$ cat config.mk
export PLATFORM = sky130hd
export DESIGN_NAME = uart_receiver
export DESIGN_NICKNAME = d
export VERILOG_FILES = /design/src/rtl/uart_pkg.sv /design/src/rtl/uart_rx_sync.sv /design/src/rtl/uart_receiver.sv
export SDC_FILE = /design/constraint.sdc
export NUM_CORES = 1
export LEC_CHECK = 0
export CAP_MARGIN = 10
export CELL_PAD_IN_SITES_DETAIL_PLACEMENT = 1
export CELL_PAD_IN_SITES_GLOBAL_PLACEMENT = 1
export CORE_MARGIN = 10
export CORE_UTILIZATION = 40
export CTS_CLUSTER_DIAMETER = 80
export CTS_CLUSTER_SIZE = 16
export DETAILED_ROUTE_END_ITERATION = 12
export HOLD_SLACK_MARGIN = 0.08
export PLACE_DENSITY = 0.67
export SYNTH_ARGS = -nofsm -noshare
export SYNTH_HDL_FRONTEND = slang
export SYNTH_HIERARCHICAL = 1
export SYNTH_SLANG_ARGS = --single-unit
$ cat constraint.sdc
create_clock -name clk -period 6.7 [get_ports clk]
set_input_delay 0.67 -clock clk [delete_from_list [all_inputs] [get_ports clk]]
set_output_delay 0.67 -clock clk [all_outputs]
set_load 0.05 [all_outputs]
$ cat src/rtl/uart_pkg.sv
// Shared UART definitions: state encoding, default bit timing, data width.
// Used by both the receive and transmit sides.
package uart_pkg;

    localparam int DATA_BITS        = 8;
    localparam int CLKS_PER_BIT_DEF = 39;

    typedef enum logic [2:0] {
        S_IDLE   = 3'd0,
        S_START  = 3'd1,
        S_DATA   = 3'd2,
        S_PARITY = 3'd3,
        S_STOP   = 3'd4,
        S_BREAK  = 3'd5
    } uart_state_e;

endpackage

$ cat src/rtl/uart_rx_sync.sv
// Two-flop synchronizer for the asynchronous rx pin; resets to the idle (high) level.
module uart_rx_sync (
    input  logic clk,
    input  logic rst_n,
    input  logic d_i,
    output logic q_o
);

    logic meta_q;
    logic sync_q;

    // Two back-to-back flops; both preset to 1 so reset never looks like a start bit.
    always_ff @(posedge clk or negedge rst_n) begin
        if (!rst_n) begin
            meta_q <= 1'b1;
            sync_q <= 1'b1;
        end else begin
            meta_q <= d_i;
            sync_q <= meta_q;
        end
    end

    assign q_o = sync_q;

endmodule

$ cat src/rtl/uart_receiver.sv
// UART receive stage: 8N1 frames (LSB first) -> byte plus one-cycle done strobe.
// Each bit is sampled mid-cell. A low stop bit flags frame_err and parks the FSM in
// S_BREAK until the line returns high.
// Optional build macro UART_RX_PARITY_EN: adds a parity cell (8E1/8O1 by PARITY_ODD)
// and drives parity_err; without it parity_err is constant 0.
module uart_receiver
    import uart_pkg::*;
#(
    parameter int CLKS_PER_BIT = CLKS_PER_BIT_DEF,
    parameter bit PARITY_ODD   = 1'b0
) (
    input  logic                 clk,
    input  logic                 rst_n,
    input  logic                 rx,
    output logic [DATA_BITS-1:0] dout,
    output logic                 rx_done_tick,
    output logic                 rx_busy,
    output logic                 frame_err,
    output logic                 parity_err
);

    localparam logic [7:0] CNT_LAST  = 8'(CLKS_PER_BIT - 1);
    localparam logic [7:0] HALF_LAST = 8'(CLKS_PER_BIT / 2 - 1);

    logic                 rx_s;
    uart_state_e          state_q;
    logic [7:0]           cnt_q;
    logic [2:0]           idx_q;
    logic [DATA_BITS-1:0] shreg_q;
    logic [DATA_BITS-1:0] dout_q;
    logic                 tick_q;
    logic                 busy_q;
    logic                 ferr_q;
    logic                 perr_q;
`ifdef UART_RX_PARITY_EN
    logic                 pbit_q;
`endif

    uart_rx_sync u_sync (
        .clk   (clk),
        .rst_n (rst_n),
        .d_i   (rx),
        .q_o   (rx_s)
    );

    // Receive FSM with bit-cell counter, shift register and registered outputs.
    always_ff @(posedge clk or negedge rst_n) begin
        if (!rst_n) begin
            state_q <= S_IDLE;
            cnt_q   <= '0;
            idx_q   <= '0;
            shreg_q <= '0;
            dout_q  <= '0;
            tick_q  <= 1'b0;
            busy_q  <= 1'b0;
            ferr_q  <= 1'b0;
            perr_q  <= 1'b0;
`ifdef UART_RX_PARITY_EN
            pbit_q  <= 1'b0;
`endif
        end else begin
            tick_q <= 1'b0;
            case (state_q)
                S_IDLE: begin
                    busy_q <= 1'b0;
                    if (!rx_s) begin
                        state_q <= S_START;
                        cnt_q   <= '0;
                        busy_q  <= 1'b1;
                    end
                end
                S_START: begin
                    if (cnt_q == HALF_LAST) begin
                        cnt_q <= '0;
                        if (rx_s) begin
                            // Line went back high before mid-cell: treat as a glitch.
                            state_q <= S_IDLE;
                            busy_q  <= 1'b0;
                        end else begin
                            state_q <= S_DATA;
                            idx_q   <= '0;
                        end
                    end else begin
                        cnt_q <= cnt_q + 8'd1;
                    end
                end
                S_DATA: begin
                    if (cnt_q == CNT_LAST) begin
                        cnt_q          <= '0;
                        shreg_q[idx_q] <= rx_s;
                        if (idx_q == 3'd7) begin
`ifdef UART_RX_PARITY_EN
                            state_q <= S_PARITY;
`else
                            state_q <= S_STOP;
`endif
                        end else begin
                            idx_q <= idx_q + 3'd1;
                        end
                    end else begin
                        cnt_q <= cnt_q + 8'd1;
                    end
                end
`ifdef UART_RX_PARITY_EN
                S_PARITY: begin
                    if (cnt_q == CNT_LAST) begin
                        cnt_q   <= '0;
                        pbit_q  <= rx_s;
                        state_q <= S_STOP;
                    end else begin
                        cnt_q <= cnt_q + 8'd1;
                    end
                end
`endif
                S_STOP: begin
                    if (cnt_q == CNT_LAST) begin
                        cnt_q  <= '0;
                        dout_q <= shreg_q;
                        ferr_q <= ~rx_s;
                        tick_q <= 1'b1;
`ifdef UART_RX_PARITY_EN
                        perr_q <= ((^shreg_q) ^ pbit_q) != PARITY_ODD;
`endif
                        if (rx_s) begin
                            state_q <= S_IDLE;
                            busy_q  <= 1'b0;
                        end else begin
                            state_q <= S_BREAK;
                        end
                    end else begin
                        cnt_q <= cnt_q + 8'd1;
                    end
                end
                S_BREAK: begin
                    busy_q <= 1'b1;
                    if (rx_s) begin
                        state_q <= S_IDLE;
                        busy_q  <= 1'b0;
                    end
                end
                default: begin
                    state_q <= S_IDLE;
                    busy_q  <= 1'b0;
                    cnt_q   <= '0;
                end
            endcase
        end
    end

    assign dout         = dout_q;
    assign rx_done_tick = tick_q;
    assign rx_busy      = busy_q;
    assign frame_err    = ferr_q;
    assign parity_err   = perr_q;

endmodule
==> results of run 1 <==
layer usage:
layer / share of wire, % / GRT usage (%) / vias up
met5: 0 / 0 / -
met4: 1.9 / 5.30 / 0
met3: 4.2 / 4.22 / 7
met2: 47 / 17.7 / 16
met1: 47 / 13.7 / 617
li1: - / - / 581
cells by family after synthesis:
logic type	count (synthesis)	share of synthesized area, %
fa+ha+maj	4	2.85
flops	35	50.0
other cells	1	0.213
compound gates	33	12.0
simple gates	51	17.6
mux	19	13.7
buf+inv	14	3.70
layout by cell type, fill, tap and decap left out, types with 2 or more instances in the layout:
cell type        synthesis  layout
a21o_1                   3       3
a21oi_1                  9       9
and3_1                   5       5
clkbuf_8                 0       5
clkdlybuf4s50_1          0      12
dfrtp_1                 33      33
dfstp_2                  2       2
ha_1                     4       4
inv_1                    5       5
mux2_2                  12      12
mux2_4                   7       7
nand2_1                 11      11
nand2b_1                 5       5
nand3_1                  4       4
nand3b_1                 2       2
nand4b_1                 2       2
nor2_1                   6       6
nor3_1                   3       3
nor3b_1                  6       6
o21a_1                   2       2
o21ai_0                  9       9
o2bb2ai_1                3       3
or3_1                    2       2
stage by stage:
stage,setup slack [ns],utilization (%)
after floorplan,4.41,-
after global placement,4.29,44.3
after detailed placement,4.15,44.3
after CTS,4.12,46.3
after global routing,3.84,46.3
final,4.10,46.3
worst max path at each step:
| stage | start | to | slack (ns) | cells past startpoint |
|---|---|---|---|---|
| floorplan | cnt_q[0]$_DFFE_PN0P_ | dout[1]$_DFFE_PN0P_ | 4.41 | 8 |
| global placement | cnt_q[0]$_DFFE_PN0P_ | shreg_q[2]$_DFFE_PN0P_ | 4.29 | 7 |
| detailed placement | cnt_q[0]$_DFFE_PN0P_ | cnt_q[4]$_DFFE_PN0P_ | 4.15 | 7 |
| CTS | cnt_q[0]$_DFFE_PN0P_ | cnt_q[3]$_DFFE_PN0P_ | 4.12 | 7 |
| global route | cnt_q[0]$_DFFE_PN0P_ | cnt_q[3]$_DFFE_PN0P_ | 3.84 | 7 |
| finish | cnt_q[0]$_DFFE_PN0P_ | cnt_q[3]$_DFFE_PN0P_ | 4.10 | 7 |
critical path, cell delays in order, from the launching register on:
cell       delay, ns
dfrtp_1         0.42
inv_1           0.07
ha_1            0.14
nor4b_4         0.35
or3b_1          0.50
a21oi_1         0.60
o21ai_0         0.21
o2bb2ai_1       0.17
sequential cells by signal, summed over array words and instances, names as in the netlist:
name and count:
u_sync/q_o 1, state_q 3, shreg_q 8, dout 8
rx_done_tick 1, idx_q 3, cnt_q 8, u_sync/meta_q 1
frame_err 1, rx_busy 1
area by class of cell:
type / instances / area, um2 / area share (%)
clock buffer: 6 / 72.6 / 3.65
sequential: 35 / 878 / 44.2
multi-input combinational: 108 / 815 / 41.0
timing repair buffer: 13 / 125 / 6.30
inverter: 5 / 18.8 / 0.945
clock inverter: 2 / 12.5 / 0.630
tap: 52 / 65.1 / 3.27
report_power, final:
group | total (mW) | switching [mW] | internal (mW)
sequential | 0.271 | 0.0362 | 0.235
combinational | 0.130 | 0.0753 | 0.0548
clock | 0.148 | 0.0759 | 0.0725
==> metrics.md, run 1 <==
| Metric | Value |
|---|---|
| Cell Rows | 24 |
| Total track usage | 11.4% |
| Top-area cell type share of the netlist area | a little under half |
| Area grow syn2layout | 13.0% |
| Pleak | 0.912 nW |
| ANT cells | 0 |
| Synth Flop Type | dfrtp_1 |
| Placed cells | roughly 210 |
| Clk sink count | 35 |
| Number of enable flip-flop cells after synthesis | 0 |
| Reg clk slew, reported paths | roughly 0.070 ns |
| Tot Pwr | roughly 0.55 mW |
| First-pass GRT wire length | slightly below 7000 um |
| Crit end category | flip-flop |
| Die area | between 7000 and 8000 um2 |
| Most frequent cell after synthesis | dfrtp_1 |
| Cts bufs inserted | 5 |
| Minimum hold slack | between 0.3 and 0.4 ns |
| Worst Skew | about 0.0036 ns |
| Placed cell area | between 1500 and 2000 um2 |
| Starting Density | 40.9% |
| WHS Endpoint | u_sync/q_o$_DFF_PN1_ |
| CTS HTree Levels | 2 |
| Setup TNS | 0 ns |
| # hold bufs at CTS | 0 |
| Fin crit share | slightly below 40% |
| CTS tree | built |
| Max Cap Viol | 0 |
| Hpwl dp | about 2700 um |
| Max Fclk | roughly 0.38 GHz |
| Hold path depth | 0 |
| DRT antenna net count | 0 |
| Endpoints failing setup | 0 |
| Post-CTS Setup Bufs | 0 |
| Slew @ Worst Pin | around 0.77 ns |
| Worst vdd ir | 0.000108 V |
| CTS Root Cell | clkbuf_8 |
| Synth warnings | 8 |
| GP Congestion | a little over 0.8 |
| Ys async rst share | 100% |
| Area contributors post-synth | dfrtp_1 (47%), mux2_2 (7.7%), mux2_4 (6.0%), dfstp_2 (3.0%), ha_1 (2.8%) |
| Headroom to the max-slew limit | about half |
| Area leader, netlist | dfrtp_1 |
| Critical path peak fanout | 10 |
| Die X | about 86 um |
| Design Area, Final | 1990 um2 |
| Antenna violations before repair | 0 |
| # resized after CTS | 0 |
| Initial DRC Count | 87 |
| Fill cells | approximately 480 |
| Synthesized netlist cell count | around 160 |
| Vias per Instance | between 5 and 6 |
| Net count after synthesis | 164 |
| Final hold vios | 0 |
| NumNets Final | between 150 and 200 |
| Post-synthesis cell area | approximately 1800 um2 |
| Drt first pass iters | 4 |
| Clk buf depth | 2 |
| Vias in the first global route | 1,365 |
| Worst r2r src | cnt_q[0]$_DFFE_PN0P_ |
| Arrival time worst endpoint | 2.75 ns |
| Outcome | completed |
| R2R depth | 7 |
| Clk_lat worst skew | approximately 0.29 ns |
| Worst setup SP type | flip-flop |
| # DRC | 0 |
| Number of port buffers | 13 |
| WL/cell | 17.5 um |
| Worst path required time | approximately 6.9 ns |
| Seq cells post-synth | 35 |
| Worst hold path type | reg2reg |
| I/O pin total | 15 |
| RR Endpoint | cnt_q[3]$_DFFE_PN0P_ |
| RSZ-0062 raised after global routing | no |
| Avg Cell Area, Syn | 11.2 um2 |
| Non-filler cells, final | 221 |
| Sequential element share of the synthesized area | between 40% and 50% |
| Die height | 86.3 um |
| Setup slack on the worst flop-to-flop path | around 4.1 ns |
| Power Density | 276 nW/um2 |
| Hold path start | u_sync/meta_q$_DFF_PN1_ |
| Largest net degree at the start of global routing | 36 |
| Tmin final | about 2.6 ns |
| Unique masters post-synth | 38 |
| Grt ovf | 0 |
| Slew Viols, Final | 0 |
| Most frequent cells after synthesis | dfrtp_1 (33), mux2_2 (12), nand2_1 (11) |
| Core area | roughly 4300 um2 |
| CP Class | reg2reg |
| Final WL | a little under 4000 um |
| Routed vias | 1,221 |
| Layout cells sized above 1 | about a fifth |
Note: power is estimated with default switching activity, not from simulation.
==> run 2, diff against run 1 <==
clock period = 2.7 ns   (was 6.7 ns; I/O delays follow)
==> run 2 against run 1 <==
Flip-flop and latch count is the same. Setup slack got worse by 3.8 ns. Sequential share of layout area down 1.2 points. Clock-buffer cell count shrank 1. Combinational power grew to 2.6 times the previous value. Hold slack got worse by 0.29 ns. Non-clock buffer count is 3 higher. Cell area increased by 2.8%. Cell count rose by 1.4%. Clock power grew to 3.2 times the previous value. Critical path type unchanged. Largest cell class unchanged.
==> metrics.md, run 2 (synthesized netlist as in run 1, its figures left out) <==
| Metric | Value |
|---|---|
| Outcome | completed (unchanged) |
| Max Cap Viol | 0 (unchanged) |
| Slew Viols, Final | 0 (unchanged) |
| Crit path from | cnt_q[0]$_DFFE_PN0P_ (unchanged) |
| Headroom to the max-slew limit | 46.8% (was 48.8%) |
| CTS HTree Levels | 2 (unchanged) |
| CTS Root Cell | clkbuf_8 (unchanged) |
| Tot Pwr | 1.48 mW (was 0.549 mW) |
| Worst vdd ir | 0.000418 V (was 0.000108 V) |
| Final WL | 3750 um (was 3860 um) |
| # DRC | 0 (unchanged) |
| Clk buf depth | 2 (unchanged) |
| Critical path peak fanout | 11 (was 10) |
| Cts bufs inserted | 5 (unchanged) |
| First-pass GRT wire length | 6710 um (was 6800 um) |
| Hpwl dp | 2580 um (was 2680 um) |
| Internal power | 1.01 mW (was 0.362 mW) |
| Reg clk slew, reported paths | 0.08 ns (was 0.07 ns) |
| Setup TNS | 0 ns (unchanged) |
| Core area | 4290 um2 (unchanged) |
| WL/cell | 16.7 um (was 17.5 um) |
| I/O pin total | 15 (unchanged) |
| Final core utilization | 47.6% (was 46.3%) |
| Sw Share | 31.5% (was 34.1%) |
| Most common cell after layout, fill and taps aside | dfrtp_1 (unchanged) |
| Clock Power Share | 31.8% (was 27.0%) |
| Power Density | 723 nW/um2 (was 276 nW/um2) |
| Worst path required time | 2.87 ns (was 6.85 ns) |
| Starting Density | 40.9% (unchanged) |
| Max Fclk | 0.412 GHz (was 0.384 GHz) |
| ANT cells | 0 (unchanged) |
| Cell Rows | 24 (unchanged) |
| Pleak | 0.945 nW (was 0.912 nW) |
| Most frequent cells in the layout | dfrtp_1 (33), mux2_2 (12), clkdlybuf4s50_1 (12) (unchanged) |
| Flop pwr share | 45.3% (was 49.3%) |
| Clk sink count | 35 (unchanged) |
| NumNets Final | 178 (was 175) |
| Endpoints failing setup | 0 (unchanged) |
| R2R depth | 6 (was 7) |
| Clk_lat worst skew | 0.29 ns (about the same) |
| Crit end category | flip-flop (unchanged) |
| Worst setup SP type | flip-flop (unchanged) |
| Layout cells sized above 1 | 21.5% (was 18.9%) |
| Largest net degree at the start of global routing | 36 (unchanged) |
| Arrival time worst endpoint | 2.60 ns (was 2.75 ns) |
| Worst Skew | 0.00758 ns (was 0.00356 ns) |
| GP Congestion | 0.837 (was 0.814) |
| Die X | 86.3 um (unchanged) |
| RSZ-0062 raised after global routing | no (unchanged) |
| DRT antenna net count | 0 (unchanged) |
| Final hold vios | 0 (unchanged) |
| Routed vias | 1,251 (was 1,221) |
| Vias in the first global route | 1,373 (was 1,365) |
| Worst hold path type | in2async (was reg2reg) |
| Vias per Instance | 5.58 (was 5.52) |
| Post-CTS Setup Bufs | 0 (unchanged) |
| Combinational cell fraction of total power | 23.0% (was 23.7%) |
| Slew @ Worst Pin | 0.798 ns (was 0.768 ns) |
| Antenna violations before repair | 0 (unchanged) |
| Number of port buffers | 13 (unchanged) |
| Die height | 86.3 um (unchanged) |
| Initial DRC Count | 109 (was 87) |
| Sw power | 0.465 mW (was 0.187 mW) |
| Drt first pass iters | 4 (unchanged) |
| Die area | 7450 um2 (unchanged) |
| Fin crit share | 89.9% (was 38.8%) |
| Area grow syn2layout | 16.2% (was 13.0%) |
| Tmin final | 2.43 ns (was 2.60 ns) |
| CP Class | reg2reg (unchanged) |
| Total track usage | 11.3% (was 11.4%) |
| CTS tree | built (unchanged) |
| Grt ovf | 0 (unchanged) |
| Worst r2r src | cnt_q[0]$_DFFE_PN0P_ (unchanged) |
==> run 2: cell count changes in the layout (fill, tap and decap cells not counted) <==
cell        previous run  this run
clkinvlp_4             1         0
nor3_1                 3         2
buf_4                  0         3
clkbuf_1               1         0
clkinv_4               0         1
nor3_2                 0         1
bufinv_16              0         1
==> run 2: per-layer routing <==
layer  share of wire (%)  wire length [um]  global-route usage, %
met5                   0                 0                      0
met4                 1.6                61                   4.86
met3                 5.0               186                   4.32
met2                  47              1760                   17.1
met1                  47              1740                   13.9
==> run 2: layout make-up <==
type | count | area, um2
clock buffer | 5 | 68.8
tap | 52 | 65.1
clock inverter | 3 | 43.8
timing repair buffer | 16 | 148
inverter | 5 | 18.8
sequential | 35 | 878
fill | 475 | 2250
multi-input combinational | 108 | 820
==> run 2: per-stage QoR <==
step / cell area [um2] / worst slack [ns] / hold slack, ns / cells
floorplan: 1760 / 0.414 / -0.0256 / 157
global placement: 1920 / 0.351 / 0.349 / 216
detailed placement: 1920 / 0.303 / 0.347 / 216
CTS: 2040 / 0.272 / 0.0862 / 224
global route: 2040 / 0.155 / 0.123 / 224
finish: 2040 / 0.272 / 0.0642 / 224
==> run 2: worst max-delay path, stage by stage (launching register included) <==
cell and delay [ns]:
dfrtp_1 0.42, inv_1 0.08, ha_1 0.14, nor4b_4 0.33
or3b_1 0.49, or3_4 0.52, mux2_4 0.33
==> run 2: timing repair <==
| action | in CTS | in global routing |
|---|---|---|
| hold buffers | 0 | 0 |
| endpoints found under the setup margin | 0 | 1 |
| resized for setup | 0 | 1 |
| endpoints found under the hold margin | 0 | 0 |
==> run 2: path summary, 6_finish.rpt <==
| path | endpoint | slack (ns) |
|---|---|---|
| max | dout[7]$_DFFE_PN0P_ | 0.27 |
| min | idx_q[0]$_DFFE_PN0P_ | 0.06 |
| max reg2reg | dout[7]$_DFFE_PN0P_ | 0.27 |
| min reg2reg | u_sync/q_o$_DFF_PN1_ | 0.36 |
| max in group asynchronous | shreg_q[7]$_DFFE_PN0P_ | 2.13 |
| min in group clk | u_sync/q_o$_DFF_PN1_ | 0.36 |
==> run 2: power by group through the flow <==
| stage | Sequential [mW] | Combinational, mW | Clock, mW |
|---|---|---|---|
| finish | 0.668 | 0.339 | 0.469 |
| global route | 0.686 | 0.380 | 0.512 |
| CTS | 0.668 | 0.343 | 0.485 |
| detailed placement | 0.676 | 0.344 | 0 |
| global placement | 0.674 | 0.323 | 0 |
| floorplan | 0.662 | 0.235 | 0 |
